==> config.mk <==
export PLATFORM = sky130hd
export DESIGN_NAME = tick_gen_multi
export DESIGN_NICKNAME = d
export VERILOG_FILES = /design/src/rtl/tick_gen_pkg.sv /design/src/rtl/tick_chan.sv /design/src/rtl/tick_gen_multi.sv
export SDC_FILE = /design/constraint.sdc
export NUM_CORES = 1
export LEC_CHECK = 0
export CORE_ASPECT_RATIO = 1.5
export CORE_MARGIN = 4
export CORE_UTILIZATION = 30
export DETAILED_ROUTE_END_ITERATION = 7
export PLACE_DENSITY = 0.43
export SETUP_SLACK_MARGIN = 0.3
export SLEW_MARGIN = 40
export SYNTH_ARGS = -nofsm -noshare
export SYNTH_HDL_FRONTEND = slang
export SYNTH_SLANG_ARGS = --single-unit
==> constraint.sdc <==
create_clock -name clk -period 3.9 [get_ports clk]
set_clock_uncertainty 0.2 [all_clocks]
set_input_delay 0.78 -clock clk [delete_from_list [all_inputs] [get_ports clk]]
set_output_delay 0.78 -clock clk [all_outputs]
set_load 0.01 [all_outputs]
==> src/rtl/tick_gen_pkg.sv <==
// tick_gen_pkg: shared defaults and index-width helper for the tick generator
package tick_gen_pkg;
  localparam int DEF_CNT_W = 26;
  localparam int DEF_PERIOD = 50_000_000;
  function automatic int ch_idx_w(input int n);
    return n > 1 ? $clog2(n) : 1;
  endfunction
endpackage

==> src/rtl/tick_chan.sv <==
// tick_chan: one programmable-period counter producing a tick pulse and a toggle
module tick_chan
  import tick_gen_pkg::*;
#(
  parameter int CNT_W = DEF_CNT_W,
  parameter logic [CNT_W-1:0] DEFAULT_PERIOD = CNT_W'(DEF_PERIOD)
) (
  input  logic             clk,
  input  logic             rstn,
  input  logic             en,
  input  logic             sync_clr,
  input  logic             wr,
  input  logic [CNT_W-1:0] wr_period,
  output logic             tick,
  output logic             tog,
  output logic             busy
);
  logic [CNT_W-1:0] ct;
  logic [CNT_W-1:0] period;
  assign busy = period != '0;
  always_ff @(posedge clk) begin
    if (!rstn) begin
      ct <= '0;
      period <= DEFAULT_PERIOD;
      tick <= 1'b0;
      tog <= 1'b0;
    end else if (wr) begin
      period <= wr_period;
      ct <= '0;
      tick <= 1'b0;
    end else if (sync_clr) begin
      ct <= '0;
      tick <= 1'b0;
      tog <= 1'b0;
    end else if (!en || !busy) begin
      tick <= 1'b0;
    end else if (ct == period - 1'b1) begin
      ct <= '0;
      tick <= 1'b1;
      tog <= ~tog;
    end else begin
      ct <= ct + 1'b1;
      tick <= 1'b0;
    end
  end
endmodule

==> src/rtl/tick_gen_multi.sv <==
// tick_gen_multi: NUM_CH independent tick channels with a shared period write port
module tick_gen_multi
  import tick_gen_pkg::*;
#(
  parameter int NUM_CH = 4,
  parameter int CNT_W = DEF_CNT_W,
  parameter int unsigned DEFAULT_PERIOD = DEF_PERIOD,
  localparam int IW = ch_idx_w(NUM_CH)
) (
  input  logic              clk,
  input  logic              rstn,
  input  logic              en,
  input  logic              sync_clr,
  input  logic              cfg_we,
  input  logic [IW-1:0]     cfg_ch,
  input  logic [CNT_W-1:0]  cfg_period,
  output logic [NUM_CH-1:0] tick_o,
  output logic [NUM_CH-1:0] tog_o,
  output logic [NUM_CH-1:0] busy_o
);
  for (genvar g = 0; g < NUM_CH; g++) begin : g_ch
    tick_chan #(
      .CNT_W(CNT_W),
      .DEFAULT_PERIOD(CNT_W'(DEFAULT_PERIOD))
    ) u_chan (
      .clk(clk),
      .rstn(rstn),
      .en(en),
      .sync_clr(sync_clr),
      .wr(cfg_we && cfg_ch == IW'(g)),
      .wr_period(cfg_period),
      .tick(tick_o[g]),
      .tog(tog_o[g]),
      .busy(busy_o[g])
    );
  end
endmodule
==> reports/results.md, run 1 <==
| Stage | Item | This run |
|---|---|---|
| run status | Result of the run | complete, no violations |
| final layout | Most common cell after layout, fill and taps aside | nand2_1 |
| final layout | Final cell area excluding filler cells | 14,790 um^2 |
| worst setup path | Top cell family by delay on the critical path | simple AND/OR/NAND/NOR gates |
| die | Num ports | 45 |
| clock network | Clock-pin slew of the registers on the worst-case setup and hold paths | 0.06 ns |
| global route | Wire length of the first global-routing pass | 60,170 um |
| hold path | Hold depth | 2 |
| synth | Number of enable flip-flop cells after synthesis | 0 |
| worst setup path | Ordered cell list for the critical path | nor4_2 > nand4_1 > or4_4 > dlygate4sd2_1 |
| placed design | Buffers on Ports | 44 |
| detailed routing | Detail Route Antenna Nets | 0 |
| detailed routing | Wire length per cell after detailed routing | 17.15 um |
| hold path | Worst hold path type | flip-flop to flip-flop |
| synth | Netlist area before placement | 12,760 um^2 |
| pwr | Net switching power | 1.364 mW |
| placed design | Cell Area, Placed | 13,760 um^2 |
| global route | Total grt overflow | 0 |
| synth | Syn. warnings | 0 |
| final layout | Post-route insts no fill | 2,206 |
| clock network | Post-CTS Hold Buffers | 0 |
| global route | Gr usage total | 0.1624 |
| final layout | Storage cell area | 4325 um^2 |
| synth | Number of synthesized register bits | 216 |
| die | Initial core utilization | 0.3038 |
| pwr | Clock Power Share | 0.453 |
| detailed routing | DRC violations left | 0 |
| synth | Cell taking the most area after synthesis | dfxtp_1 |
| detailed routing | Met3 Routed Length | 995 um |
| clock network | H-tree depth | 1 |
| sta | Final Hold Violating Endpoints | 0 |
| placed design | Dpl cells | 2,155 |
| pwr | PD cells | 349.8 nW/um^2 |
| detailed routing | Vias post-DR | 10,985 |
| pwr | Switching share of power | 0.2636 |
| sta | RSZ-0062 raised after global routing | false |
| synth | Synth area leaders | dfxtp_1, xnor2_1, nand2_1 |
| synth | Cells after Synth | 1,609 |
| worst setup path | Crit. path cell count | 4 |
| worst setup path | CP max stage cell | or4_4 |
| sta | Relative slew slack | 0.5465 |
| clock network | TritonCTS Buffers | 24 |
| worst setup path | Buffers & Inverters on Critical Path | 1 |
| clock network | CTS sink count | 216 |
| synth | Distinct cells, synth | 79 |
| placed design | Final weighted congestion in routability-driven placement | 0.8231 |
| final layout | Area of combinational cells with multiple inputs | 8013 um^2 |
| synth | Fraction of registers with async set/reset | 0 |
| pwr | Pleak | 4.944 nW |
| worst setup path | Startpoint type of the worst setup path | flip-flop |
| worst setup path | Path depth of the worst reg2reg path | 11 |
| detailed routing | Iteration-0 DRC Markers | 643 |
| die | Die area | 45,980 um^2 |
| worst setup path | Largest stage delay, worst path | 0.61 ns |
| detailed routing | Routed Wire Length | 37,840 um |
| worst setup path | Category of the worst setup path capture point | output port |
| synth | Post-synthesis net count | 1,650 |
| detailed routing | Highest routed layer | met4 |
| die | Chip Width | 176.4 um |
| detailed routing | Number of optimization iterations in the first detailed-route pass | 4 |
| global route | Vias in the first global route | 10,678 |
| synth | Sequential-to-total area share from yosys stat | 0.3388 |
| detailed routing | Average via count per standard cell | 4.980 |
| worst setup path | Max FO, Critical Path | 7 |
| die | Floorplan core area | 42,020 um^2 |
| worst setup path | Arrival time of data at the critical path endpoint | 2.49 ns |
| worst setup path | Setup Crit Path Kind | flip-flop to output port |
| job | # Max-Cap Violations | 0 |
| final layout | Fin util | 0.3521 |
| die | Height of the die | 260.6 um |
| placed design | HPWL after detailed placement | 27,730 um |
| synth | Most used flip-flop cell after synthesis | dfxtp_1 |
| detailed routing | WL met1 | 16,710 um |
| pwr | Worst vdd ir | 0.2307 mV |
| final layout | Layout fillers | 4,383 |
| die | Standard-cell row count | 92 |
| final layout | Commonest cells after routing, fill and taps aside | nand2_1, dfxtp_1, nor2_1 |
| sta | Post-route fraction of the period consumed by the critical path | 0.8903 |
| pwr | P_int | 3.811 mW |
| clock network | TritonCTS clock tree | yes |
| pwr | Comb power frac | 0.097 |
| clock network | Worst-skew pair later-pin latency | 0.54 ns |
| final layout | Number of nets in the finished design | 1,663 |
| global route | Maximum number of pins on one net before global-route repair | 51 |
| final layout | Layout-stage area growth over the synthesis result | 15.88% |
| global route | Number of antenna violations at the first check in global routing | 2 |
| synth | Syn Area/Cell | 7.933 um^2 |
| sta | Final TNS setup | 0 ns |
| detailed routing | Met2 routed WL | 18,820 um |
| clock network | Largest buffer count on any clock path | 3 |
| worst setup path | Data required, critical path | 2.92 ns |
| sta | Final critical delay including setup and external delays | 3.472 ns |
| sta | Setup-violating endpoint count in the final report | 0 |
| pwr | Power after layout | 5.174 mW |
| sta | Transition at the pin with the smallest max-transition slack | 0.6740 ns |
| pwr | Part of the power in registers | 0.451 |
| final layout | Fraction of final layout cells with drive strength greater than 1 | 0.09939 |
| sta | Final number of max-transition violations | 0 |
| clock network | Buffer type at the clock tree root | clkbuf_16 |
| synth | Yosys top cell area share | 0.3388 |
| sta | Highest achievable clock rate | 288.0 MHz |
final timing paths:
kind              slack [ns]                                   start                                endpoint
setup / recovery        0.43  g_ch[1].u_chan.period[11]$_SDFFE_PN0P_                               busy_o[1]
setup reg to reg        0.47   g_ch[1].u_chan.period[0]$_SDFFE_PN0P_      g_ch[1].u_chan.ct[24]$_SDFFE_PP0N_
hold / removal          0.29  g_ch[2].u_chan.period[19]$_SDFFE_PN1P_  g_ch[2].u_chan.period[19]$_SDFFE_PN1P_
hold reg to reg         0.29  g_ch[2].u_chan.period[19]$_SDFFE_PN1P_  g_ch[2].u_chan.period[19]$_SDFFE_PN1P_
routing by layer:
layer  track usage  up-vias
li1              -     5632
met1        0.2031     5191
met2        0.2861      105
met3       0.01971       57
met4       0.05935        0
met5             0        -
final cells by class:
| type | instances | share of cell area |
|---|---|---|
| inverters | 29 | 0.007359 |
| clock buffers | 33 | 0.04568 |
| flip-flops and latches | 216 | 0.2924 |
| diodes | 2 | 0.0003384 |
| repair buffers | 87 | 0.05676 |
| multi-input cells | 1264 | 0.5417 |
| well taps | 564 | 0.04771 |
| clock inverters | 11 | 0.008036 |
power by group through the flow:
stage / clock (mW) / sequential [mW] / combinational, mW
CTS: 2.42 / 2.33 / 0.500
global placement: 0 / 2.38 / 0.488
finish: 2.34 / 2.33 / 0.500
floorplan: 0 / 2.34 / 0.327
detailed placement: 0 / 2.38 / 0.492
global route: 2.51 / 2.34 / 0.555
sequential cells by signal (all words and copies together) (netlist names):
register	cells
g_ch.u_chan.ct	104
g_ch.u_chan.period	104
g_ch.u_chan.tick	4
g_ch.u_chan.tog	4
cells in the mapped netlist, drive strengths merged (4+ instances only):
master,instances
nand2,278
dfxtp,216
nor2,135
xnor2,121
nand3,108
nor3,98
xor2,96
clkbuf,69
a21boi,59
nor4,40
nand4,33
buf,31
inv,29
and3,25
or4,18
and2,16
or3,15
o21ai,14
a21oi,13
nor2b,13
and4,12
mux2i,11
nor4b,11
nand3b,10
nand4b,10
o211ai,10
or2,10
a31oi,9
ha,8
a211o,6
nor3b,6
o31ai,6
a211oi,5
and3b,5
mux2,5
or4b,5
a2111oi,4
nand2b,4
o2111ai,4
worst min-delay path: stages, from the launching register on:
cell	delay (ns)
dfxtp_1	0.33
nand2_1	0.06
nand3_1	0.06
through the flow:
step / worst slack, ns / hold WS (ns)
final: 0.4277 / 0.2949
after global routing: 0.2980 / 0.3279
after CTS: 0.2640 / 0.3000
after detailed placement: 0.2913 / 0.2910
after global placement: 0.2894 / 0.2813
after floorplan: 0.5603 / 0.2519
cell families (layout without fill, tap and decap cells):
family	count (synthesis)	after routing	synth area share
AND/OR/NAND/NOR	856	856	0.3443
adder cells (fa/ha/maj)	8	8	0.007842
XOR/XNOR	219	219	0.1524
AO/OA/AOI/OAI	165	165	0.09685
flip-flops	216	216	0.3388
other	0	2	0
buffers and inverters	129	160	0.04676
multiplexers	16	16	0.01304
what timing repair did:
item,4_1_cts,5_1_grt
gates resized for setup,10,26
setup buffers,3,0
gates cloned,0,2
setup endpoints to repair,5,86
pin swaps,2,5
Power figures use the tool's default switching activity.
==> run 2, diff against run 1 <==
Settings changed: ABC_AREA from default to 1.
==> run 2 against run 1 <==
Compared with the run above:
- clock-buffer cell count rose by 5
- combinational power rose by 56%
- critical path depth rose by 4
- non-clock buffer count fell by 28
- sequential power barely moved
- via count rose by 32%
- core utilization fell by 1.0 points
- synthesized area rose by 17%
- die area rose by 17%
- setup slack improved by 0.063 ns
- critical path type unchanged
==> reports/results.md, run 2 <==
| Stage | Item | This run | Change |
|---|---|---|---|
| final layout | Post-route insts no fill | 3,123 | +42% |
| clock network | TritonCTS Buffers | 26 | +8.3% |
| job | # Max-Cap Violations | 0 | unchanged |
| final layout | Commonest cells after routing, fill and taps aside | nand2_1, nor2_1, inv_1 |  |
| sta | Post-route fraction of the period consumed by the critical path | 0.8742 | -0.01613 |
| detailed routing | Routed Wire Length | 49,060 um | +30% |
| worst setup path | Worst Setup SP | g_ch[2].u_chan.period[0]$_SDFFE_PN0P_ |  |
| placed design | HPWL after detailed placement | 39,400 um | +42% |
| clock network | Clock-pin slew of the registers on the worst-case setup and hold paths | 0.06 ns | about the same |
| detailed routing | Iteration-0 DRC Markers | 810 | +26% |
| synth | Netlist area before placement | 14,980 um^2 | +17% |
| sta | Relative slew slack | 0.5187 | -0.02785 |
| synth | Cell types with the highest counts after synthesis | nand2_1, nor2_1, inv_1 |  |
| worst setup path | Max FO, Critical Path | 7 | unchanged |
| synth | Post-synthesis net count | 2,454 | +49% |
| global route | Vias in the first global route | 14,240 | +33% |
| synth | Cells after Synth | 2,413 | +50% |
| detailed routing | DRC violations left | 0 | unchanged |
| hold path | Worst hold path type | flip-flop to flip-flop |  |
| worst setup path | Startpoint type of the worst setup path | flip-flop |  |
| final layout | Most common cell after layout, fill and taps aside | nand2_1 |  |
| synth | Syn. warnings | 0 | unchanged |
| global route | Wire length of the first global-routing pass | 77,940 um | +30% |
| clock network | Largest buffer count on any clock path | 3 | unchanged |
| die | Num ports | 45 | unchanged |
| sta | RSZ-0062 raised after global routing | false |  |
| synth | Synth area leaders | dfxtp_1, nand2_1, nor2_1 |  |
| final layout | Layout fillers | 5,558 | +27% |
| pwr | Power after layout | 5.696 mW | +10% |
| hold path | Source of the worst hold timing path | g_ch[1].u_chan.period[1]$_SDFFE_PN0P_ |  |
| synth | Most used flip-flop cell after synthesis | dfxtp_1 |  |
| final layout | Fin util | 0.3419 | -0.01016 |
| worst setup path | Reg2Reg Launch Point | g_ch[0].u_chan.period[0]$_SDFFE_PN0P_ |  |
| synth | Cell taking the most area after synthesis | dfxtp_1 |  |
| die | Standard-cell row count | 100 | +8.7% |
| placed design | Dpl cells | 3,071 | +43% |
| sta | Final critical delay including setup and external delays | 3.409 ns | -0.06289 ns |
| final layout | Final cell area excluding filler cells | 16,940 um^2 | +15% |
| synth | Number of synthesized register bits | 216 | unchanged |
| sta | Setup-violating endpoint count in the final report | 0 | unchanged |
| pwr | Worst vdd ir | 0.3348 mV | +45% |
| worst setup path | Arrival time of data at the critical path endpoint | 2.43 ns | -0.06 ns |
| synth | Most repeated cell in the gate-level netlist after synthesis | nand2_1 |  |
| clock network | CTS sink count | 216 | unchanged |
| synth | Number of enable flip-flop cells after synthesis | 0 | unchanged |
| worst setup path | Category of the worst setup path capture point | output port |  |
| detailed routing | Number of optimization iterations in the first detailed-route pass | 5 | +1 |
| sta | Highest achievable clock rate | 293.3 MHz | +1.8% |
| clock network | H-tree depth | 1 | unchanged |
| sta | Worst Slack Setup Final | 0.4905 ns | +0.06289 ns |
| sta | Final TNS setup | 0 ns | unchanged |
| hold path | Hold depth | 2 | unchanged |
| sta | Worst-case hold slack | 0.2888 ns | -0.006131 ns |
| synth | Syn Area/Cell | 6.206 um^2 | -22% |
| final layout | Largest registers | g_ch.u_chan.ct (104), g_ch.u_chan.period (104) |  |
| synth | Fraction of registers with async set/reset | 0 | unchanged |
| final layout | Fraction of final layout cells with drive strength greater than 1 | 0.07236 | -0.02703 |
| die | Chip Width | 190.4 um | +7.9% |
| placed design | Cell Area, Placed | 16,000 um^2 | +16% |
| final layout | Storage cell area | 4324 um^2 | about the same |
| clock network | Buffer type at the clock tree root | clkbuf_16 |  |
| sta | Transition at the pin with the smallest max-transition slack | 0.7220 ns | +0.04799 ns |
| worst setup path | Setup Crit Path Kind | flip-flop to output port |  |
| synth | Yosys top cell area share | 0.2887 | -0.05001 |
| placed design | Buffers on Ports | 44 | unchanged |
| final layout | Area of combinational cells with multiple inputs | 9229 um^2 | +15% |
| clock network | Worst-skew pair later-pin latency | 0.57 ns | +0.03 ns |
| synth | Sequential-to-total area share from yosys stat | 0.2887 | -0.05001 |
| final layout | Number of nets in the finished design | 2,481 | +49% |
| die | Die area | 53,630 um^2 | +17% |
| synth | Distinct cells, synth | 50 | -37% |
| global route | Number of antenna violations at the first check in global routing | 0 | -2 |
| pwr | Pleak | 7.106 nW | +44% |
| global route | Maximum number of pins on one net before global-route repair | 99 | +94% |
| sta | Final Hold Violating Endpoints | 0 | unchanged |
| detailed routing | Average via count per standard cell | 4.656 | -6.5% |
| final layout | Antenna fix cells | 0 | -2 |
| sta | Final number of max-transition violations | 0 | unchanged |
| worst setup path | Data required, critical path | 2.92 ns | about the same |
| die | Height of the die | 281.6 um | +8.1% |
| die | Initial core utilization | 0.3022 | -0.001564 |
| die | Floorplan core area | 49,550 um^2 | +18% |
| worst setup path | Path depth of the worst reg2reg path | 14 | +3 |
| detailed routing | Detail Route Antenna Nets | 0 | unchanged |
| placed design | DP Worst Slack | 0.5251 ns | +0.2337 ns |
| final layout | Layout-stage area growth over the synthesis result | 13.12% |  |
| placed design | Final weighted congestion in routability-driven placement | 0.8834 | +7.3% |
| pwr | PD cells | 336.2 nW/um^2 | -3.9% |
| detailed routing | Wire length per cell after detailed routing | 15.71 um | -8.4% |
| clock network | TritonCTS clock tree | yes |  |
| run status | Result of the run | complete, no violations |  |
| global route | Gr usage total | 0.1819 | +0.01955 |
| global route | Total grt overflow | 0 | unchanged |
| detailed routing | Vias post-DR | 14,542 | +32% |
## run 2: worst paths after layout
check	to	slack (ns)
max	busy_o[2]	0.49
min	g_ch[1].u_chan.period[1]$_SDFFE_PN0P_	0.29
max reg2reg	g_ch[0].u_chan.ct[5]$_SDFFE_PP0N_	0.86
min reg2reg	g_ch[1].u_chan.period[1]$_SDFFE_PN0P_	0.29
## run 2: layer usage
| layer | share of wire | GRT usage | wire, um |
|---|---|---|---|
| met1 | 0.42 | 0.2124 | 20360 |
| met2 | 0.52 | 0.3469 | 25500 |
| met3 | 0.030 | 0.01548 | 1472 |
| met4 | 0.035 | 0.06081 | 1727 |
| met5 | 0 | 0 | 0 |
## run 2: area by class of cell
type                       instances  share of cell area
multi-input combinational       1839              0.5448
sequential                       216              0.2553
inverter                         298             0.06603
tap                              663             0.04897
clock buffer                      38             0.04402
timing repair buffer              59             0.03287
clock inverter                    10            0.008051
## run 2: repair_timing
action / CTS / global route
hold buffers: 0 / 0
endpoints found under the setup margin: 3 / 4
setup buffers: 2 / 2
gates resized for setup: 2 / 5
pin swaps: 2 / 1
## run 2: critical path, cell delays in order, from the launching register on
cell             delay, ns
dfxtp_1               0.32
inv_2                 0.12
ha_4                  0.19
nand2_2               0.13
nor2_4                0.20
nand2_1               0.13
nor2_1                0.18
nand3_1               0.10
clkdlybuf4s50_1       0.49
## run 2: power breakdown
group | switching [mW] | internal [mW]
combinational | 0.523 | 0.258
sequential | 0.0815 | 2.27
clock | 1.04 | 1.52
total | 1.65 | 4.05
## run 2: logic make-up (layout without fill, tap and decap cells)
group,count (synthesis),count (layout),share of synthesized area
XOR/XNOR,155,155,0.09491
buffers and inverters,358,405,0.09650
AND/OR/NAND/NOR,1465,1465,0.4365
AO/OA/AOI/OAI,211,211,0.07662
adder cells (fa/ha/maj),8,8,0.006684
flip-flops,216,216,0.2887
==> run 3, diff against run 2 <==
Settings changed: CORE_UTILIZATION 30 to 55, PLACE_DENSITY 0.43 to 0.7.
==> run 3 against run 2 <==
Compared with the run above:
- fmax shrank 2.7%
- cell count shrank 11%
- flip-flop and latch count is the same
- global-route usage grew 9.8 points
- critical path depth is the same
- routed wire length shrank 14%
- critical path type unchanged
- largest power group is now registers
==> reports/results.md, run 3 (synthesis results as in run 2) <==
| Stage | Item | This run | Change |
|---|---|---|---|
| pwr | Comb power frac | 0.139 | +0.002 |
| worst setup path | Setup Crit Path Kind | flip-flop to output port |  |
| clock network | Largest buffer count on any clock path | 3 | unchanged |
| die | Standard-cell row count | 73 | -27% |
| sta | Highest achievable clock rate | 285.5 MHz | -2.7% |
| detailed routing | Detail Route Antenna Nets | 0 | unchanged |
| global route | GRT Max-Usage Layer | met2 |  |
| detailed routing | DRC violations left | 0 | unchanged |
| placed design | Cell Area, Placed | 15,580 um^2 | -2.6% |
| global route | Grt met3 use | 0.02065 | +0.005172 |
| final layout | Layout fillers | 2,665 | -52% |
| detailed routing | Vias post-DR | 14,723 | +1.2% |
| pwr | Pleak | 7.025 nW | -1.1% |
| placed design | Final weighted congestion in routability-driven placement | 0.9414 | +6.6% |
| global route | Met2 global-route usage | 0.4869 | +0.1400 |
| sta | Final critical delay including setup and external delays | 3.503 ns | +0.09373 ns |
| clock network | CTS sink count | 216 | unchanged |
| global route | Number of antenna violations at the first check in global routing | 0 | unchanged |
| global route | Vias in the first global route | 14,143 | -0.68% |
| job | # Max-Cap Violations | 0 | unchanged |
| placed design | HPWL after detailed placement | 32,970 um | -16% |
| detailed routing | Routed Wire Length | 42,030 um | -14% |
| final layout | Final cell area excluding filler cells | 16,400 um^2 | -3.2% |
| pwr | PD cells | 330.0 nW/um^2 | -1.9% |
| global route | Global-route met1 utilization | 0.3509 | +0.1384 |
| die | Floorplan core area | 26,670 um^2 | -46% |
| worst setup path | Category of the worst setup path capture point | output port |  |
| final layout | Commonest cells after routing, fill and taps aside | nand2_1, nor2_1, inv_1 |  |
| clock network | Worst-skew pair later-pin latency | 0.53 ns | -0.04 ns |
| run status | Result of the run | complete, no violations |  |
| die | Num ports | 45 | unchanged |
| sta | Final Hold Violating Endpoints | 0 | unchanged |
| pwr | Switching share of power | 0.2833 | -0.005983 |
| sta | Setup-violating endpoint count in the final report | 0 | unchanged |
| worst setup path | Startpoint type of the worst setup path | flip-flop |  |
| clock network | Clock-pin slew of the registers on the worst-case setup and hold paths | 0.06 ns | about the same |
| worst setup path | Arrival time of data at the critical path endpoint | 2.52 ns | +0.09 ns |
| final layout | Layout-stage area growth over the synthesis result | 9.499% |  |
| die | Height of the die | 210.1 um | -25% |
| clock network | TritonCTS Buffers | 23 | -12% |
| final layout | Fraction of final layout cells with drive strength greater than 1 | 0.06898 | -0.003378 |
| detailed routing | Iteration-0 DRC Markers | 913 | +13% |
| global route | Gr usage total | 0.2801 | +0.09817 |
| detailed routing | Number of optimization iterations in the first detailed-route pass | 5 | unchanged |
| placed design | Buffers on Ports | 44 | unchanged |
| die | Chip Width | 142.7 um | -25% |
| global route | Total grt overflow | 0 | unchanged |
| sta | Transition at the pin with the smallest max-transition slack | 0.7673 ns | +0.04535 ns |
| sta | Post-route fraction of the period consumed by the critical path | 0.8983 | +0.02403 |
| final layout | Most common cell after layout, fill and taps aside | nand2_1 |  |
| sta | Final TNS setup | 0 ns | unchanged |
| clock network | TritonCTS clock tree | yes |  |
| sta | RSZ-0062 raised after global routing | true |  |
| pwr | P_int | 3.878 mW | -4.2% |
| pwr | Net switching power | 1.533 mW | -7.0% |
| sta | Final number of max-transition violations | 0 | unchanged |
| clock network | H-tree depth | 1 | unchanged |
| worst setup path | Max FO, Critical Path | 7 | unchanged |
| final layout | Largest registers | g_ch.u_chan.ct (104), g_ch.u_chan.period (104) |  |
| final layout | Area of combinational cells with multiple inputs | 9209 um^2 | -0.22% |
| global route | Wire length of the first global-routing pass | 69,180 um | -11% |
| sta | Relative slew slack | 0.4853 | -0.03340 |
| pwr | Worst vdd ir | 0.4239 mV | +27% |
| hold path | Worst hold path type | flip-flop to flip-flop |  |
| final layout | Number of nets in the finished design | 2,475 | -0.24% |
| detailed routing | Average via count per standard cell | 5.281 | +13% |
| clock network | Buffer type at the clock tree root | clkbuf_16 |  |
| final layout | Storage cell area | 4324 um^2 | unchanged |
| detailed routing | Wire length per cell after detailed routing | 15.07 um | -4.0% |
| worst setup path | Data required, critical path | 2.92 ns | about the same |
| pwr | Part of the power in registers | 0.434 | +0.021 |
| die | Initial core utilization | 0.5615 | +0.2593 |
| die | Die area | 29,990 um^2 | -44% |
| global route | Maximum number of pins on one net before global-route repair | 99 | unchanged |
| pwr | Clock Power Share | 0.426 | -0.024 |
| clock network | Post-CTS Hold Buffers | 0 | unchanged |
run 3: critical path: stages (launching register included):
cell,delay [ns]
dfxtp_1,0.31
inv_1,0.15
ha_2,0.28
nand2_2,0.13
nor2_2,0.27
nand2_1,0.13
nor2_1,0.13
nand3_1,0.09
clkdlybuf4s50_1,0.49
run 3: area by class of cell:
cell class | instances | area share
inverter | 298 | 0.06821
tap | 337 | 0.02571
antenna | 1 | 0.0001526
timing repair buffer | 56 | 0.03243
clock inverter | 13 | 0.009538
multi-input combinational | 1839 | 0.5616
clock buffer | 28 | 0.03868
sequential | 216 | 0.2637
run 3: path summary, 6_finish.rpt:
kind,start,end,slack (ns),cells past startpoint
max,g_ch[2].u_chan.period[0]$_SDFFE_PN0P_,busy_o[2],0.40,8
min,g_ch[1].u_chan.period[1]$_SDFFE_PN0P_,g_ch[1].u_chan.period[1]$_SDFFE_PN0P_,0.28,2
max reg2reg,g_ch[0].u_chan.period[0]$_SDFFE_PN0P_,g_ch[0].u_chan.ct[6]$_SDFFE_PP0N_,0.86,14
min reg2reg,g_ch[1].u_chan.period[1]$_SDFFE_PN0P_,g_ch[1].u_chan.period[1]$_SDFFE_PN0P_,0.28,2
run 3: power groups by stage:
| stage | registers [mW] | clock network [mW] | logic (mW) |
|---|---|---|---|
| floorplan | 2.37 | 0 | 0.556 |
| global placement | 2.39 | 0 | 0.734 |
| detailed placement | 2.40 | 0 | 0.745 |
| CTS | 2.35 | 2.36 | 0.751 |
| global route | 2.36 | 2.44 | 0.854 |
| finish | 2.35 | 2.31 | 0.755 |
run 3: what timing repair did:
action,CTS,global route
setup endpoints to repair,2,2
gates resized for setup,0,2
gates cloned,0,0
buffers inserted,2,0
pin swaps,2,0
run 3: per-layer routing:
layer  up-vias  wire length (um)
li1       7682                 -
met1      6651             17890
met2       298             20710
met3        92              1524
met4         0              1907
met5         -                 0
run 3: stage by stage:
stage | util | setup WS (ns) | hold WS (ns) | power [mW] | cells
floorplan | - | 1.321 | 0.2479 | 2.928 | 2413
global placement | 0.5842 | 0.6377 | 0.2632 | 3.129 | 2744
detailed placement | 0.5842 | 0.5492 | 0.2705 | 3.141 | 2744
CTS | 0.6144 | 0.3012 | 0.2809 | 5.454 | 2787
global route | 0.6147 | 0.2266 | 0.3204 | 5.647 | 2787
finish | 0.6148 | 0.3968 | 0.2758 | 5.411 | 2788
